==> config.mk <==
export PLATFORM = sky130hd
export DESIGN_NAME = xoodoo_rdi_gen_flat
export DESIGN_NICKNAME = d
export VERILOG_FILES = /design/src/rtl/xoodoo_rdi_gen_pkg.sv /design/src/rtl/xoodoo_rdi_gen_if.sv /design/src/rtl/xoodoo_rdi_gen_lane.sv /design/src/rtl/xoodoo_rdi_gen.sv /design/src/flat_wrapper.sv
export SDC_FILE = /design/constraint.sdc
export NUM_CORES = 2
export LEC_CHECK = 0
export CAP_MARGIN = 0
export CORE_MARGIN = 10
export CORE_UTILIZATION = 28
export DETAILED_ROUTE_END_ITERATION = 12
export SLEW_MARGIN = 40
export SYNTH_ARGS = -nofsm -noshare
export SYNTH_HDL_FRONTEND = slang
export SYNTH_HIERARCHICAL = 1
export SYNTH_SLANG_ARGS = --single-unit
==> constraint.sdc <==
create_clock -name clk_i -period 7.9 [get_ports clk_i]
set_input_delay 1.185 -clock clk_i [delete_from_list [all_inputs] [get_ports clk_i]]
set_output_delay 1.185 -clock clk_i [all_outputs]
set_load 0.005 [all_outputs]
==> src/rtl/xoodoo_rdi_gen_pkg.sv <==
// Shared constants, FSM encodings and lane helpers for the Xoodoo RDI generator.
// No ports: imported by the interface, the lane register and the top.
package xoodoo_rdi_gen_pkg;
  localparam int NL = 12;
  localparam int LW = 32;
  localparam int RDI_W = NL * LW;
  localparam int SEED_W = 64;
  localparam int CNT_W = 32;

  localparam logic [1:0] ST_IDLE = 2'd0;
  localparam logic [1:0] ST_WARM = 2'd1;
  localparam logic [1:0] ST_FILL = 2'd2;
  localparam logic [1:0] ST_RUN  = 2'd3;

  localparam logic [31:0] LANE_CONST [NL] = '{
    32'h9E3779B9, 32'h7F4A7C15, 32'h85EBCA6B,
    32'hC2B2AE35, 32'h27D4EB2F, 32'h165667B1,
    32'hD3A2646C, 32'hFD7046C5, 32'hB55A4F09,
    32'h68E31DA4, 32'h1B873593, 32'hCC9E2D51
  };

  function automatic logic [31:0] xs32(
    input logic [31:0] x
  );
    logic [31:0] y;
    y = x;
    y = y ^ (y << 13);
    y = y ^ (y >> 17);
    y = y ^ (y << 5);
    return y;
  endfunction

  // A zero lane would lock xorshift at zero, so it falls back to
  // the lane constant.
  function automatic logic [31:0] seed_lane(
    input logic [SEED_W-1:0] s,
    input logic [3:0]        k
  );
    logic [31:0] hi;
    logic [31:0] v;
    hi = s[63:32];
    v = s[31:0]
      ^ ((hi << k) | (hi >> (6'd32 - 6'(k))))
      ^ LANE_CONST[k];
    return (v == 32'd0) ? LANE_CONST[k] : v;
  endfunction
endpackage

==> src/rtl/xoodoo_rdi_gen_if.sv <==
// Seed and randomness handshake bundle for the Xoodoo RDI generator.
// slave: generator side; master: host/consumer side.
interface xoodoo_rdi_gen_if;
  import xoodoo_rdi_gen_pkg::*;

  logic              enable_i;
  logic [SEED_W-1:0] seed_i;
  logic              seed_valid_i;
  logic              seed_ready_o;
  logic [RDI_W-1:0]  rdi_o;
  logic              rdi_valid_o;
  logic              rdi_ready_i;
  logic [CNT_W-1:0]  word_cnt_o;

  modport slave (
    input  enable_i, seed_i, seed_valid_i, rdi_ready_i,
    output seed_ready_o, rdi_o, rdi_valid_o, word_cnt_o
  );

  modport master (
    output enable_i, seed_i, seed_valid_i, rdi_ready_i,
    input  seed_ready_o, rdi_o, rdi_valid_o, word_cnt_o
  );
endinterface

==> src/rtl/xoodoo_rdi_gen_lane.sv <==
// One 32-bit xorshift32 lane: load has priority over step, else hold.
// Ports: clk_i, rst_ni, load_i, step_i, seed_i (load value), nxt_o (post-step value).
module xoodoo_rdi_gen_lane
  import xoodoo_rdi_gen_pkg::*;
(
  input  logic          clk_i,
  input  logic          rst_ni,
  input  logic          load_i,
  input  logic          step_i,
  input  logic [LW-1:0] seed_i,
  output logic [LW-1:0] nxt_o
);
  logic [LW-1:0] lane_q;
  logic [LW-1:0] lane_d;

  assign nxt_o = xs32(lane_q);

  always_comb begin
    lane_d = lane_q;
    if (load_i) lane_d = seed_i;
    else if (step_i) lane_d = nxt_o;
  end

  always_ff @(posedge clk_i or negedge rst_ni) begin
    if (!rst_ni) lane_q <= '0;
    else lane_q <= lane_d;
  end
endmodule

==> src/rtl/xoodoo_rdi_gen.sv <==
// Fresh-randomness source for the masked Xoodoo round core: 12 xorshift32 lanes.
// Ports: clk_i, rst_ni, bus (seed/rdi handshakes, enable_i, word_cnt_o).
module xoodoo_rdi_gen
  import xoodoo_rdi_gen_pkg::*;
#(
  parameter int WARMUP = 16
) (
  input  logic                   clk_i,
  input  logic                   rst_ni,
  xoodoo_rdi_gen_if.slave        bus
);
  localparam int WW = $clog2(WARMUP + 1);

  logic [1:0]       state_q, state_d;
  logic [WW-1:0]    warm_q, warm_d;
  logic [RDI_W-1:0] rdi_q, rdi_d;
  logic             vld_q, vld_d;
  logic [CNT_W-1:0] cnt_q, cnt_d;
  logic [RDI_W-1:0] lanes_nx;
  logic             load, step;
  logic             seed_rdy, seed_hs, rdi_hs;

  for (genvar k = 0; k < NL; k++) begin : g_lane
    xoodoo_rdi_gen_lane u_lane (
      .clk_i  (clk_i),
      .rst_ni (rst_ni),
      .load_i (load),
      .step_i (step),
      .seed_i (seed_lane(bus.seed_i, 4'(k))),
      .nxt_o  (lanes_nx[LW*k +: LW])
    );
  end

  assign seed_rdy = (state_q == ST_IDLE) | (state_q == ST_RUN);
  assign seed_hs = bus.seed_valid_i & seed_rdy;
  assign rdi_hs = vld_q & bus.rdi_ready_i;

  assign bus.seed_ready_o = seed_rdy;
  assign bus.rdi_o = rdi_q;
  assign bus.rdi_valid_o = vld_q;
  assign bus.word_cnt_o = cnt_q;

  always_comb begin
    state_d = state_q;
    warm_d = warm_q;
    rdi_d = rdi_q;
    vld_d = vld_q;
    cnt_d = cnt_q;
    load = 1'b0;
    step = 1'b0;
    unique case (1'b1)
      (state_q == ST_IDLE): begin
        if (seed_hs) begin
          load = 1'b1;
          cnt_d = '0;
          warm_d = '0;
          state_d = ST_WARM;
        end else if (bus.enable_i) begin
          state_d = ST_FILL;
        end
      end
      (state_q == ST_WARM): begin
        step = 1'b1;
        warm_d = warm_q + WW'(1);
        if (warm_q == WW'(WARMUP - 1))
          state_d = bus.enable_i ? ST_FILL : ST_IDLE;
      end
      (state_q == ST_FILL): begin
        step = 1'b1;
        rdi_d = lanes_nx;
        vld_d = 1'b1;
        state_d = ST_RUN;
      end
      default: begin
        if (rdi_hs) cnt_d = cnt_q + CNT_W'(1);
        // Reseed wins: an untaken pending word is simply dropped.
        if (seed_hs) begin
          load = 1'b1;
          cnt_d = '0;
          warm_d = '0;
          vld_d = 1'b0;
          state_d = ST_WARM;
        end else if (rdi_hs) begin
          if (bus.enable_i) begin
            step = 1'b1;
            rdi_d = lanes_nx;
          end else begin
            // Lanes hold so a resume continues the same stream.
            vld_d = 1'b0;
            state_d = ST_IDLE;
          end
        end
      end
    endcase
  end

  always_ff @(posedge clk_i or negedge rst_ni) begin
    if (!rst_ni) begin
      state_q <= ST_IDLE;
      warm_q <= '0;
      rdi_q <= '0;
      vld_q <= 1'b0;
      cnt_q <= '0;
    end else begin
      state_q <= state_d;
      warm_q <= warm_d;
      rdi_q <= rdi_d;
      vld_q <= vld_d;
      cnt_q <= cnt_d;
    end
  end
endmodule

==> src/flat_wrapper.sv <==
// flat-port wrapper written by rule: the top's interface ports become plain ports
module xoodoo_rdi_gen_flat import xoodoo_rdi_gen_pkg::*;
#(
  parameter int WARMUP = 16
)
  (clk_i, rst_ni, bus_enable_i, bus_seed_i, bus_seed_valid_i, bus_rdi_ready_i, bus_seed_ready_o, bus_rdi_o, bus_rdi_valid_o, bus_word_cnt_o);
  xoodoo_rdi_gen_if bus_i ();
  input  logic clk_i;
  input  logic rst_ni;
  input wire logic [$bits(bus_i.enable_i)-1:0] bus_enable_i;
  input wire logic [$bits(bus_i.seed_i)-1:0] bus_seed_i;
  input wire logic [$bits(bus_i.seed_valid_i)-1:0] bus_seed_valid_i;
  input wire logic [$bits(bus_i.rdi_ready_i)-1:0] bus_rdi_ready_i;
  output wire logic [$bits(bus_i.seed_ready_o)-1:0] bus_seed_ready_o;
  output wire logic [$bits(bus_i.rdi_o)-1:0] bus_rdi_o;
  output wire logic [$bits(bus_i.rdi_valid_o)-1:0] bus_rdi_valid_o;
  output wire logic [$bits(bus_i.word_cnt_o)-1:0] bus_word_cnt_o;
  assign bus_i.enable_i = bus_enable_i;
  assign bus_i.seed_i = bus_seed_i;
  assign bus_i.seed_valid_i = bus_seed_valid_i;
  assign bus_i.rdi_ready_i = bus_rdi_ready_i;
  assign bus_seed_ready_o = bus_i.seed_ready_o;
  assign bus_rdi_o = bus_i.rdi_o;
  assign bus_rdi_valid_o = bus_i.rdi_valid_o;
  assign bus_word_cnt_o = bus_i.word_cnt_o;
  xoodoo_rdi_gen #(.WARMUP(WARMUP)) u_core (.clk_i(clk_i), .rst_ni(rst_ni), .bus(bus_i));
endmodule
==> run summary <==
overall routing resource usage: 0.195
crit path launch type: input pin
drc violations: 0
post-synth top area share: 0.396
Unique masters post-synth: 58
Hold Vio Cnt, Final: 0
unrepaired setup endpoints after global routing: false
critical-path cell list: clkdlybuf4s50_1 -> nand3_1 -> a21oi_4 -> buf_12 -> inv_1 -> nor2_1 -> a221o_1
Final Cycle Share: 0.483
Syn-to-layout area delta: 19.2%
Tightest Pin Transition: 0.970 ns
Chip Height: 447 um
Slowest-stage cell, CP: clkdlybuf4s50_1
largest net degree at the start of global routing: 183
1st-pass router iterations: 8
CTS tree: yes
syn nets: 4,665
commonest non-fill, non-tap cell in the layout: dfrtp_1
Layout Cell Area excl Fill: 0.0609 mm^2
Detailed Route Iter0 Violations: 3,868
row cnt: 156
syn_area_per_cell: 11.1 um^2
Reg2Reg Depth: 9
synth top area cells: dfrtp_1 40%, xnor2_1 9.7%, xor2_1 9.0%, mux2_2 8.8%, xnor3_1 5.3%
max cap viols: 0
post-DP HPWL: 138,000 um
Final setup viols: 0
DR vias/cell: 5.07
width of the die: 447 um
Max stage delay on crit path: 0.57 ns
commonest non-fill, non-tap cells in the layout: 808 x dfrtp_1, 566 x xnor2_1, 523 x xor2_1, 482 x nand2_1, 421 x clkdlybuf4s50_1
status: completed
synthesized flop and latch total: 808
layout net count: 4,981
gpl congestion: 0.877
Crit Path Category: input pin to flip-flop
Final ANT Viol Nets: 0
sequential area share after synthesis: 0.396
worst-skew pair later-pin latency: 0.75 ns
Post-Syn Area: 0.0511 mm^2
wire length per cell: 27.4 um
Hold Crit Class: input pin to async pin
Main synth FF type: dfrtp_1
gr ovfl total: 0
clock transition at the registers of the reported paths: 0.06 ns
post-CTS setup buffers: 0
Root Driver: clkbuf_16
Syn Inst Count: 4,589
die area: 0.200 mm^2
Setup Skew: 0.0316 ns
CTS hold repair buffers: 0
Placed Area: 0.0574 mm^2
Pins Over Slew Limit: 0
FMAX: 0.262 GHz
Max-slew headroom: 0.353
layout cells sized above 1: 0.155
Sum Neg Setup Slack: 0 ns
CTS max path bufs: 3
initial antenna violation count: 30
crit path time final: 3.82 ns
H-tree depth: 3
Critical Path RT: 8.58 ns
Ys Warns: 6
asr flop ratio synth: 1.00
vias: 37,300
EDFF count, synth: 0
post-synth top area cell: dfrtp_1
vias in the first global route: 38,000
Clock Sinks: 808
critical path data arrival time: 4.50 ns
post-CTS sizing: 0
first-pass GRT wire length: 286,000 um
Detailed Route WL: 202,000 um
PortBufs: 486
CTS Buf Count: 96
CP max FO: 76
CP endpoint kind: flip-flop
Util after Layout: 0.336
Core Footprint: 0.181 mm^2
Ports: 487
Initial Utilization: 0.282
## cells by family (layout without fill, tap and decap cells)
kind of cell,Yosys count,after routing,share of synthesized area
xor gates and xnor gates,1344,1344,0.294
and+or+nand+nor,1035,1035,0.0949
DFF,808,808,0.396
muxes,532,532,0.114
AOI/OAI and AO/OA,476,476,0.0574
buffers and inverters,387,783,0.0427
adders and majority gates,7,7,0.00171
other,0,15,0
## final timing paths
path | start | end | slack [ns]
setup / recovery | bus_enable_i | u_core/g_lane[7].u_lane/lane_q[7]$_DFFE_PN0P_ | 4.08
setup reg to reg | u_core/state_q[0]$_DFFE_PN0P_ | u_core/bus.rdi_o[118]$_DFFE_PN0P_ | 4.16
max in group asynchronous | rst_ni | u_core/g_lane[0].u_lane/lane_q[31]$_DFFE_PN0P_ | 5.99
hold / removal | rst_ni | u_core/bus.rdi_o[104]$_DFFE_PN0P_ | 0.42
min in group clk_i | u_core/warm_q[4]$_DFFE_PN0P_ | u_core/warm_q[4]$_DFFE_PN0P_ | 0.48
hold reg to reg | u_core/warm_q[4]$_DFFE_PN0P_ | u_core/warm_q[4]$_DFFE_PN0P_ | 0.48
## layout make-up
cell class,instances,area [um^2]
fillers,18200,120000
diodes,15,37.5
well taps,2370,2970
clock inverters,39,572
repair buffers,541,5340
clock buffers,139,2820
flip-flops and latches,808,20200
multi-input cells,3394,28700
inverters,64,248
## per-stage QoR
step | cells | worst slack [ns] | hold slack (ns)
final | 7370 | 4.08 | 0.417
after CTS | 7351 | 4.10 | 0.389
after floorplan | 4589 | 3.87 | 0.450
after global routing | 7363 | 3.94 | 0.438
after detailed placement | 7173 | 3.40 | 0.482
after global placement | 7168 | 3.43 | 0.466
## worst max-delay path: cells and delay by family
kind                   cells  cell delay [ns]
buffers and inverters      3             1.54
AO/OA/AOI/OAI              2             0.80
AND/OR/NAND/NOR            2             0.74
## per-layer routing
| metal | share of wire | global-route usage | vias up |
|---|---|---|---|
| met5 | 0.0014 | 0.00361 | - |
| met2 | 0.47 | 0.317 | 1712 |
| met3 | 0.080 | 0.0530 | 524 |
| li1 | - | - | 16300 |
| met1 | 0.39 | 0.234 | 18800 |
| met4 | 0.062 | 0.106 | 27 |
## flip-flops by register name, summed over array words and instances, names as in the netlist
register,count
u_core/g_lane.u_lane/lane_q,384
u_core/bus.rdi_valid_o,1
u_core/bus.word_cnt_o,32
u_core/warm_q,5
u_core/bus.rdi_o,384
u_core/state_q,2
## cells in the mapped netlist, types with 49 or more instances
cell type,instances
xnor3_1,120
inv_1,64
and3_1,77
nor2_1,182
mux2i_1,133
nor4_1,49
buf_2,125
or3_1,59
xnor2_1,567
nand4_1,83
o21ai_0,300
dfrtp_1,808
a221o_1,72
mux2_2,399
xor2_1,523
clkbuf_1,121
xor3_1,60
nand2_1,482
Power is not shown: default switching activity piles up to over one toggle a cycle in this logic, so the estimate is an artifact.
